`config.mk`:
```
export PLATFORM = sky130hd
export DESIGN_NAME = graph_mem_scheduler
export DESIGN_NICKNAME = d
export VERILOG_FILES = /design/src/rtl/graph_mem_scheduler.sv
export SDC_FILE = /design/constraint.sdc
export NUM_CORES = 1
export LEC_CHECK = 0
export CAP_MARGIN = 15
export CORE_MARGIN = 3
export CORE_UTILIZATION = 50
export DETAILED_ROUTE_END_ITERATION = 8
export HOLD_SLACK_MARGIN = 0.08
export PLACE_DENSITY = 0.74
export REMOVE_ABC_BUFFERS = 1
export SYNTH_ARGS = -nofsm -noshare
export SYNTH_HDL_FRONTEND = slang
export SYNTH_SLANG_ARGS = --single-unit
```
`constraint.sdc`:
```
create_clock -name clk -period 3.57 [get_ports clk]
set_input_delay 1.071 -clock clk [delete_from_list [all_inputs] [get_ports clk]]
set_output_delay 1.071 -clock clk [all_outputs]
set_load 0.005 [all_outputs]
```
`src/rtl/graph_mem_scheduler.sv`:
```
// graph_mem_scheduler: shares the single-ported node SRAM between
// neighbor-info and feature-vector read streams.
//
// Ports:
//   clk, reset          rising-edge clock, async active-high reset
//   nb_* / fv_*         request streams {valid, node_id, pe_tag}
//   en                  issue enable (pushes still accepted when 0)
//   flush               synchronous clear of both request FIFOs
//   nb/fv_almost_full   FIFO count >= DEPTH-1
//   sram_cen/addr       read strobe and {type, node_id} address
//   sram_rdata          read data, one cycle after sram_cen
//   resp_*              registered response {valid, type, tag, data}
//   err_overflow        sticky: a push was dropped on a full FIFO
module graph_mem_scheduler #(
    parameter int NODE_W = 8,
    parameter int TAG_W  = 2,
    parameter int DATA_W = 16,
    parameter int DEPTH  = 4
) (
    input  logic              clk,
    input  logic              reset,
    input  logic              nb_valid,
    input  logic [NODE_W-1:0] nb_node_id,
    input  logic [TAG_W-1:0]  nb_pe_tag,
    input  logic              fv_valid,
    input  logic [NODE_W-1:0] fv_node_id,
    input  logic [TAG_W-1:0]  fv_pe_tag,
    input  logic              en,
    input  logic              flush,
    output logic              nb_almost_full,
    output logic              fv_almost_full,
    output logic              sram_cen,
    output logic [NODE_W:0]   sram_addr,
    input  logic [DATA_W-1:0] sram_rdata,
    output logic              resp_valid,
    output logic              resp_type,
    output logic [TAG_W-1:0]  resp_pe_tag,
    output logic [DATA_W-1:0] resp_data,
    output logic              err_overflow
);

    localparam int PW = $clog2(DEPTH);
    localparam int EW = NODE_W + TAG_W;
    localparam logic [DEPTH:0] L_FULL = (DEPTH+1)'(DEPTH);
    localparam logic [DEPTH:0] L_AF   = (DEPTH+1)'(DEPTH-1);
    localparam logic [DEPTH:0] L_ONE  = (DEPTH+1)'(1);
    localparam logic [PW-1:0]  L_PINC = PW'(1);

    typedef enum logic [1:0] {IDLE, ISSUE, HOLD} state_t;

    logic [EW-1:0]    r_nb_mem [DEPTH];
    logic [EW-1:0]    r_fv_mem [DEPTH];
    logic [PW-1:0]    r_nb_wp, r_nb_rp, r_fv_wp, r_fv_rp;
    logic [DEPTH:0]   r_nb_cnt, r_fv_cnt;
    logic             r_last_fv;
    logic             r_err;
    state_t           r_state, w_next;
    logic             r_if_v, r_if_type;
    logic [TAG_W-1:0] r_if_tag;
    logic             r_resp_v, r_resp_type;
    logic [TAG_W-1:0] r_resp_tag;
    logic [DATA_W-1:0] r_resp_data;

    logic          w_nb_ne, w_fv_ne, w_nb_full, w_fv_full;
    logic          w_grant, w_sel_fv, w_nb_pop, w_fv_pop;
    logic          w_nb_push, w_fv_push, w_drop;
    logic [EW-1:0] w_nb_head, w_fv_head, w_head;

    assign w_nb_ne   = (r_nb_cnt != '0);
    assign w_fv_ne   = (r_fv_cnt != '0);
    assign w_nb_full = (r_nb_cnt == L_FULL);
    assign w_fv_full = (r_fv_cnt == L_FULL);
    assign w_nb_head = r_nb_mem[r_nb_rp];
    assign w_fv_head = r_fv_mem[r_fv_rp];

    // Serve FV only when it is the sole requester or neighbor went last.
    assign w_sel_fv = w_fv_ne & (~w_nb_ne | ~r_last_fv);
    assign w_grant  = en & ~flush & (w_nb_ne | w_fv_ne);
    assign w_nb_pop = w_grant & ~w_sel_fv;
    assign w_fv_pop = w_grant & w_sel_fv;
    assign w_head   = w_sel_fv ? w_fv_head : w_nb_head;

    // A full FIFO can still accept when it is popped in the same cycle.
    assign w_nb_push = nb_valid & ~flush & (~w_nb_full | w_nb_pop);
    assign w_fv_push = fv_valid & ~flush & (~w_fv_full | w_fv_pop);
    assign w_drop = (nb_valid & ~flush & w_nb_full & ~w_nb_pop)
                  | (fv_valid & ~flush & w_fv_full & ~w_fv_pop);

    assign sram_cen  = w_grant;
    assign sram_addr = w_grant ? {w_sel_fv, w_head[EW-1:TAG_W]} : '0;

    assign nb_almost_full = (r_nb_cnt >= L_AF);
    assign fv_almost_full = (r_fv_cnt >= L_AF);

    assign resp_valid   = r_resp_v;
    assign resp_type    = r_resp_type;
    assign resp_pe_tag  = r_resp_tag;
    assign resp_data    = r_resp_data;
    assign err_overflow = r_err;

    always_ff @(posedge clk) begin
        if (w_nb_push) r_nb_mem[r_nb_wp] <= {nb_node_id, nb_pe_tag};
        if (w_fv_push) r_fv_mem[r_fv_wp] <= {fv_node_id, fv_pe_tag};
    end

    always_ff @(posedge clk or posedge reset) begin
        if (reset) begin
            r_nb_wp  <= '0;
            r_nb_rp  <= '0;
            r_nb_cnt <= '0;
            r_fv_wp  <= '0;
            r_fv_rp  <= '0;
            r_fv_cnt <= '0;
        end else if (flush) begin
            r_nb_wp  <= '0;
            r_nb_rp  <= '0;
            r_nb_cnt <= '0;
            r_fv_wp  <= '0;
            r_fv_rp  <= '0;
            r_fv_cnt <= '0;
        end else begin
            if (w_nb_push) r_nb_wp <= r_nb_wp + L_PINC;
            if (w_nb_pop)  r_nb_rp <= r_nb_rp + L_PINC;
            if (w_fv_push) r_fv_wp <= r_fv_wp + L_PINC;
            if (w_fv_pop)  r_fv_rp <= r_fv_rp + L_PINC;
            case ({w_nb_push, w_nb_pop})
                2'b10:   r_nb_cnt <= r_nb_cnt + L_ONE;
                2'b01:   r_nb_cnt <= r_nb_cnt - L_ONE;
                default: r_nb_cnt <= r_nb_cnt;
            endcase
            case ({w_fv_push, w_fv_pop})
                2'b10:   r_fv_cnt <= r_fv_cnt + L_ONE;
                2'b01:   r_fv_cnt <= r_fv_cnt - L_ONE;
                default: r_fv_cnt <= r_fv_cnt;
            endcase
        end
    end

    always_comb begin
        w_next = r_state;
        unique case (r_state)
            IDLE:    if (w_grant) w_next = ISSUE;
            ISSUE: begin
                if (!en)                          w_next = HOLD;
                else if (!(w_nb_ne || w_fv_ne))   w_next = IDLE;
            end
            HOLD: begin
                if (en) w_next = (w_nb_ne || w_fv_ne) ? ISSUE : IDLE;
            end
            default: w_next = IDLE;
        endcase
        if (flush) w_next = IDLE;
    end

    always_ff @(posedge clk or posedge reset) begin
        if (reset) begin
            r_state     <= IDLE;
            r_last_fv   <= 1'b1;
            r_err       <= 1'b0;
            r_if_v      <= 1'b0;
            r_if_type   <= 1'b0;
            r_if_tag    <= '0;
            r_resp_v    <= 1'b0;
            r_resp_type <= 1'b0;
            r_resp_tag  <= '0;
            r_resp_data <= '0;
        end else begin
            r_state <= w_next;
            r_err   <= r_err | w_drop;
            r_if_v  <= w_grant;
            if (w_grant) begin
                r_last_fv <= w_sel_fv;
                r_if_type <= w_sel_fv;
                r_if_tag  <= w_head[TAG_W-1:0];
            end
            // Pair the in-flight tag with the data returned this cycle.
            r_resp_v <= r_if_v;
            if (r_if_v) begin
                r_resp_type <= r_if_type;
                r_resp_tag  <= r_if_tag;
                r_resp_data <= sram_rdata;
            end
        end
    end

endmodule

```
* Yosys cells after proc, flatten, opt, wreduce, memory -nomap -nowiden
Memories as Yosys holds them, arrays and structs flattened.
Cells that the tools add are included.
** Storage, ports and cells
- Register bits after elaboration :: 44
- Bits in writable memories :: 80
- Bits of input ports :: 42
- Output and inout bits :: 33
- Logic and storage cells :: 86
- Memories kept :: 2
** Memory list
- r_fv_mem :: depth 4, width 10, read ports 1, clocked after memory_dff 0, write ports 1, line 52 : logic [EW-1:0] r_fv_mem [DEPTH];
- r_nb_mem :: depth 4, width 10, read ports 1, clocked after memory_dff 0, write ports 1, line 51 : logic [EW-1:0] r_nb_mem [DEPTH];
** Operators by class
- $add $sub $neg :: 8
- Magnitude comparators :: 2
- Equality and inequality tests :: 6
- Mux-type cells :: 18
- Bitwise gates (word level) :: 27
- Reductions and logical operators :: 8
** Operators with widths (number)
- 5-bit one-hot mux with 2 select lines :: 2
- 2-bit two-way mux :: 8
- 1-bit bitwise AND :: 13
- 5-bit by 1-bit adder with 5-bit output, second input constant :: 2
- 5-bit by 3-bit == test with 1-bit output, second input constant :: 2
- 5-bit by 2-bit greater-or-equal comparator with 1-bit output, second input constant :: 2
- 10-bit two-way mux :: 1
- 5-bit two-way mux :: 2
- 5-bit nonzero test :: 2
- 5-bit by 1-bit subtractor with 5-bit output, second input constant :: 2
- 9-bit two-way mux :: 1
- 2-bit by 1-bit adder with 2-bit output, second input constant :: 4
- 1-bit NOT :: 8
- 2-bit nonzero test :: 4
- 1-bit OR :: 6
- 3-bit nonzero test :: 2
- 2-bit by 1-bit == test with 1-bit output, second input constant :: 2
- 2-bit == test, second input constant :: 2
- 1-bit two-way mux :: 4

* Longest topological paths before layout
- Depth in word-level cells :: 11
- Depth in mapped cells :: 11
- Depth with buffers taken out :: 9

* Least setup slack after synthesis
OpenSTA, ideal clock, no wires.
- Path type :: in2reg
- From :: input flush
- To :: register r_nb_cnt[4]
- Library setup time :: 0.128 ns
- Arrival time :: 3.117 ns
- Data required time :: 3.442 ns
- Path slack :: 0.326 ns
- Cell stages on the path :: 10
- Path buffers :: 1
- Cells stage by stage :: buf_2 > and2b_1 > o211ai_2 > nor2_1 > xor2_1 > ha_1 > o31a_1 > or4_1 > a22oi_1 > mux2_1
** On the way
- Longest elaborated chain between the ends :: 9
- Elaborated cells between the ends (all ways) :: 12
- Classes of those cells :: eq/ne (2); mux (2); bitwise (7); reduce/logical (1)
** RTL lines
- start: declaration :: line 29 : input logic flush,
- 1-bit NOT :: line 78, 84
- 1-bit bitwise AND (2 in a row) :: line 78 : assign w_grant = en & ~flush & (w_nb_ne | w_fv_ne);
- 1-bit bitwise AND :: line 79 : assign w_nb_pop = w_grant & ~w_sel_fv;
- 1-bit OR :: line 84 : assign w_nb_push = nb_valid & ~flush & (~w_nb_full | w_nb_pop);
- 1-bit bitwise AND :: line 84
- 2-bit by 1-bit == test with 1-bit output or 2-bit == test (tied branches) :: line 126 : case ({w_nb_push, w_nb_pop})
- 5-bit one-hot mux with 2 select lines :: line 126
- 5-bit two-way mux :: line 114 : end else if (flush) begin
- end signal: assignment :: line 127 : 2'b10: r_nb_cnt <= r_nb_cnt + L_ONE;
- end signal: assignment :: line 128 : 2'b01: r_nb_cnt <= r_nb_cnt - L_ONE;
- end signal: assignment :: line 129 : default: r_nb_cnt <= r_nb_cnt;
- end: declaration :: line 54 : logic [DEPTH:0] r_nb_cnt, r_fv_cnt;
Several ways; a longest one is shown, not always the timed one.
A chain may end at the register's enable or synchronous reset.

* Final worst setup path
- From :: input flush
- To :: output sram_cen
** On the way
- Longest elaborated chain between the ends :: 3
** RTL lines
- 1-bit NOT :: line 78
- 1-bit bitwise AND (2 in a row) :: line 78
- end: declaration :: line 32 : output logic sram_cen,
Every way passes these cells.

==> key figures <==
Run status
  • Status: finished clean

Timing
  • Slew Viols, Final: 0
  • Final worst setup slack: 0.104 ns
  • Final Hold Viols: 0
  • Final period util: 97.1%
  • Clock Skew: 0.00524 ns
  • Minimum clock period: 3.47 ns
  • Final number of setup-violating endpoints: 0
  • RSZ-0062 raised after global routing: no
  • Worst-Margin Slew: 0.923 ns
  • Max Freq: 0.289 GHz
  • Slew HR: 38.1%

Finish
  • Share of post-route cells with drive strength above 1: around 28%
  • Most common cell after layout, fill and taps aside: edfxtp_1
  • Commonest cells after routing, fill and taps aside: 80 x edfxtp_1, 64 x clkdlybuf4s50_1, 38 x dfrtp_1
  • Design area: 0.00733 mm²
  • Post-route core utilization: between 60% and 70%
  • Storage element area: 0.00351 mm²
  • Multi-input combinational cell area: 0.00198 mm²
  • Antenna cells: 0
  • Area growth syn-to-layout: 32.7%
  • Filler Cells Inserted: between 700 and 800
  • Final net count: 522

CTS
  • Clock Latency Late Sink: 0.52 ns
  • Cts hold-fix bufs: 0
  • Root Buffer: clkbuf_8
  • Cts bufs inserted: 17
  • Clock Sinks: roughly 120
  • H-tree levels: 4
  • Clk slew on worst S/H paths: 0.06 ns
  • CTS tree: yes
  • CTS max path bufs: 2

Routing
  • DRC viols: 0
  • Vias per cell: 5.71
  • Routed WL per cell: between 15 and 20 µm
  • Routed WL: approximately 12000 µm
  • Via count: 3518
  • Drt initial violations: roughly 200
  • Antenna viol nets, final: 0
  • Initial DRT Pass Iterations: 4

Global route
  • Vias in the first global route: 3586
  • GR Overflow Total: 0
  • Maximum number of pins on one net before global-route repair: 26
  • Global-route wire length before repair: 18900 µm
  • Initial antenna violation count: 0
  • GRT Total Usage: 19.9%

Yosys
  • Yosys Warn Count: 0
  • Ys async rst share: approximately 35%
  • Post-synth EDFFs: 80
  • Mapped cell area: 0.00553 mm²
  • Sequential-to-total area share from yosys stat: a little under two thirds
  • Library cells used by synthesis: 66
  • Syn Area/Cell: roughly 15 µm²
  • Mapped Cells: 361
  • Synth Flop Type: edfxtp_1
  • #FFs+latches synth: 124

Flow run
  • Max-cap violations: 0

Die
  • Die H: 111 µm
  • Die W: between 100 and 150 µm
  • # IOs: 75
  • Row count: 37
  • Initial core utilization: 52.3%
  • Core area: 0.0106 mm²
  • Die area: 0.0123 mm²

Pwr
  • Int Power: 3750 µW
  • Switching power: 1390 µW
  • Clock network power share: between 30 and 40%
  • Sequential Power Share: 37.4%
  • Gate power share: roughly 27%
  • Leak: 0.00288 µW
  • VDD IR max: 387 µV
  • Pwr dens: between 700 and 800 mW/mm²
  • Switching share of power: 27.1%

Worst setup path
  • Worst-path fanout max: 5
  • Critical path arrival: 2.39 ns
  • Crit. End Element: output port
  • Critical path required time: 2.50 ns
  • Crit path from: flush
  • Worst r2r src: r_fv_cnt[2]$_DFFE_PP0P_
  • Startpoint Class: primary input
  • Crit Path Class: primary input to output port

Min path
  • Hold_sp: r_if_tag[1]$_DFFE_PP0P_
  • Worst Hold Class: register to register

Placement
  • Pre-CTS setup slack: -0.444 ns
  • Placed cell area: 0.00656 mm²
  • Hpwl dp: between 7000 and 8000 µm
  • Routability cong.: 0.929
  • Port bufs: 74
[per-layer routing]
| metal | up-vias | global-route usage, % | part of all wire, % |
|---|---|---|---|
| met1 | 1777 | 25.9 | 43 |
| met5 | - | 0 | 0 |
| met3 | 19 | 5.95 | 5.5 |
| li1 | 1619 | - | - |
| met4 | 0 | 6.73 | 1.8 |
| met2 | 103 | 32.2 | 49 |
[per-stage QoR]
step,std cells,hold WS (ns),power (µW),setup TNS (ns)
after floorplan,343,0.433,2590,0
after global placement,579,0.452,3190,-4.01
after detailed placement,579,0.464,3240,-4.72
after CTS,613,0.476,5150,0
after global routing,616,0.507,5380,0
final,616,0.481,5140,0
[cells in the mapped netlist (3+ instances only)]
library cell	instances	area, µm²
edfxtp_1	80	2400
dfrtp_1	43	1080
mux4_2	20	450
mux2_2	19	214
nor2_1	18	67.6
ha_1	12	150
nand2_1	12	45.0
and2_1	10	62.6
inv_1	9	33.8
a21oi_1	8	40.0
a22o_1	8	70.1
clkbuf_1	7	26.3
buf_2	6	30.0
nor3_1	6	30.0
o21ai_0	6	30.0
a22oi_1	5	37.5
nand3_1	5	25.0
and3_1	4	25.0
mux2_1	4	45.0
nor2b_1	4	25.0
o31ai_1	4	30.0
xnor2_1	4	35.0
xor2_1	4	35.0
o211ai_1	3	22.5
o21ai_1	3	15.0
or3_1	3	18.8
or4_1	3	22.5
[worst paths after layout]
check                                      endpoint  slack [ns]  cells after the start
max reg2reg                 r_nb_cnt[4]$_DFFE_PP0P_        0.59                     10
min reg2reg                 r_if_tag[1]$_DFFE_PP0P_        0.48                      2
min in group asynchronous  resp_data[2]$_DFFE_PP0P_        0.95                      2
max in group asynchronous   r_fv_cnt[0]$_DFFE_PP0P_        1.95                      3
max                                        sram_cen        0.10                      6
min                         r_if_tag[1]$_DFFE_PP0P_        0.48                      2
[state kept, by name (all words and copies together), names as in the netlist, 5 cells and up]
name	flops
r_fv_cnt	5
resp_data	16
r_fv_mem	40
r_nb_mem	40
r_nb_cnt	5
[cell type report]
class / count / area share, %
Clock buffer: 17 / 5.65
Clock inverter: 14 / 2.95
Inverter: 9 / 0.461
Multi-Input combinational cell: 211 / 27.0
Sequential cell: 124 / 47.9
Tap cell: 136 / 2.32
Timing Repair Buffer: 105 / 13.8
[what timing repair did]
action                                  4_1_cts  5_1_grt
pin swaps                                     3        3
setup buffers                                 2        3
endpoints found under the setup margin       10        7
gates resized for setup                      23       13
gates cloned                                  1        0
[power groups by stage]
stage               logic, µW  clock network (µW)  registers, µW
floorplan                 637                   0           1950
global route             1510                1920           1950
CTS                      1370                1850           1920
global placement         1270                   0           1920
finish                   1400                1820           1930
detailed placement       1300                   0           1940
[cell families after synthesis]
| family | count (synthesis) | share of synthesized area, % |
|---|---|---|
| xor+xnor | 8 | 1.27 |
| buf+inv | 27 | 2.31 |
| flops | 124 | 63.4 |
| fa+ha+maj | 12 | 2.72 |
| simple gates | 85 | 8.81 |
| compound gates | 60 | 8.18 |
| mux | 45 | 13.3 |
[worst max-delay path, cell delays in order]
cell,delay (ns)
clkdlybuf4s15_2,0.22
and2b_2,0.27
buf_4,0.17
o31ai_4,0.07
inv_1,0.07
clkdlybuf4s50_1,0.52
Power figures use the tool's default switching activity.
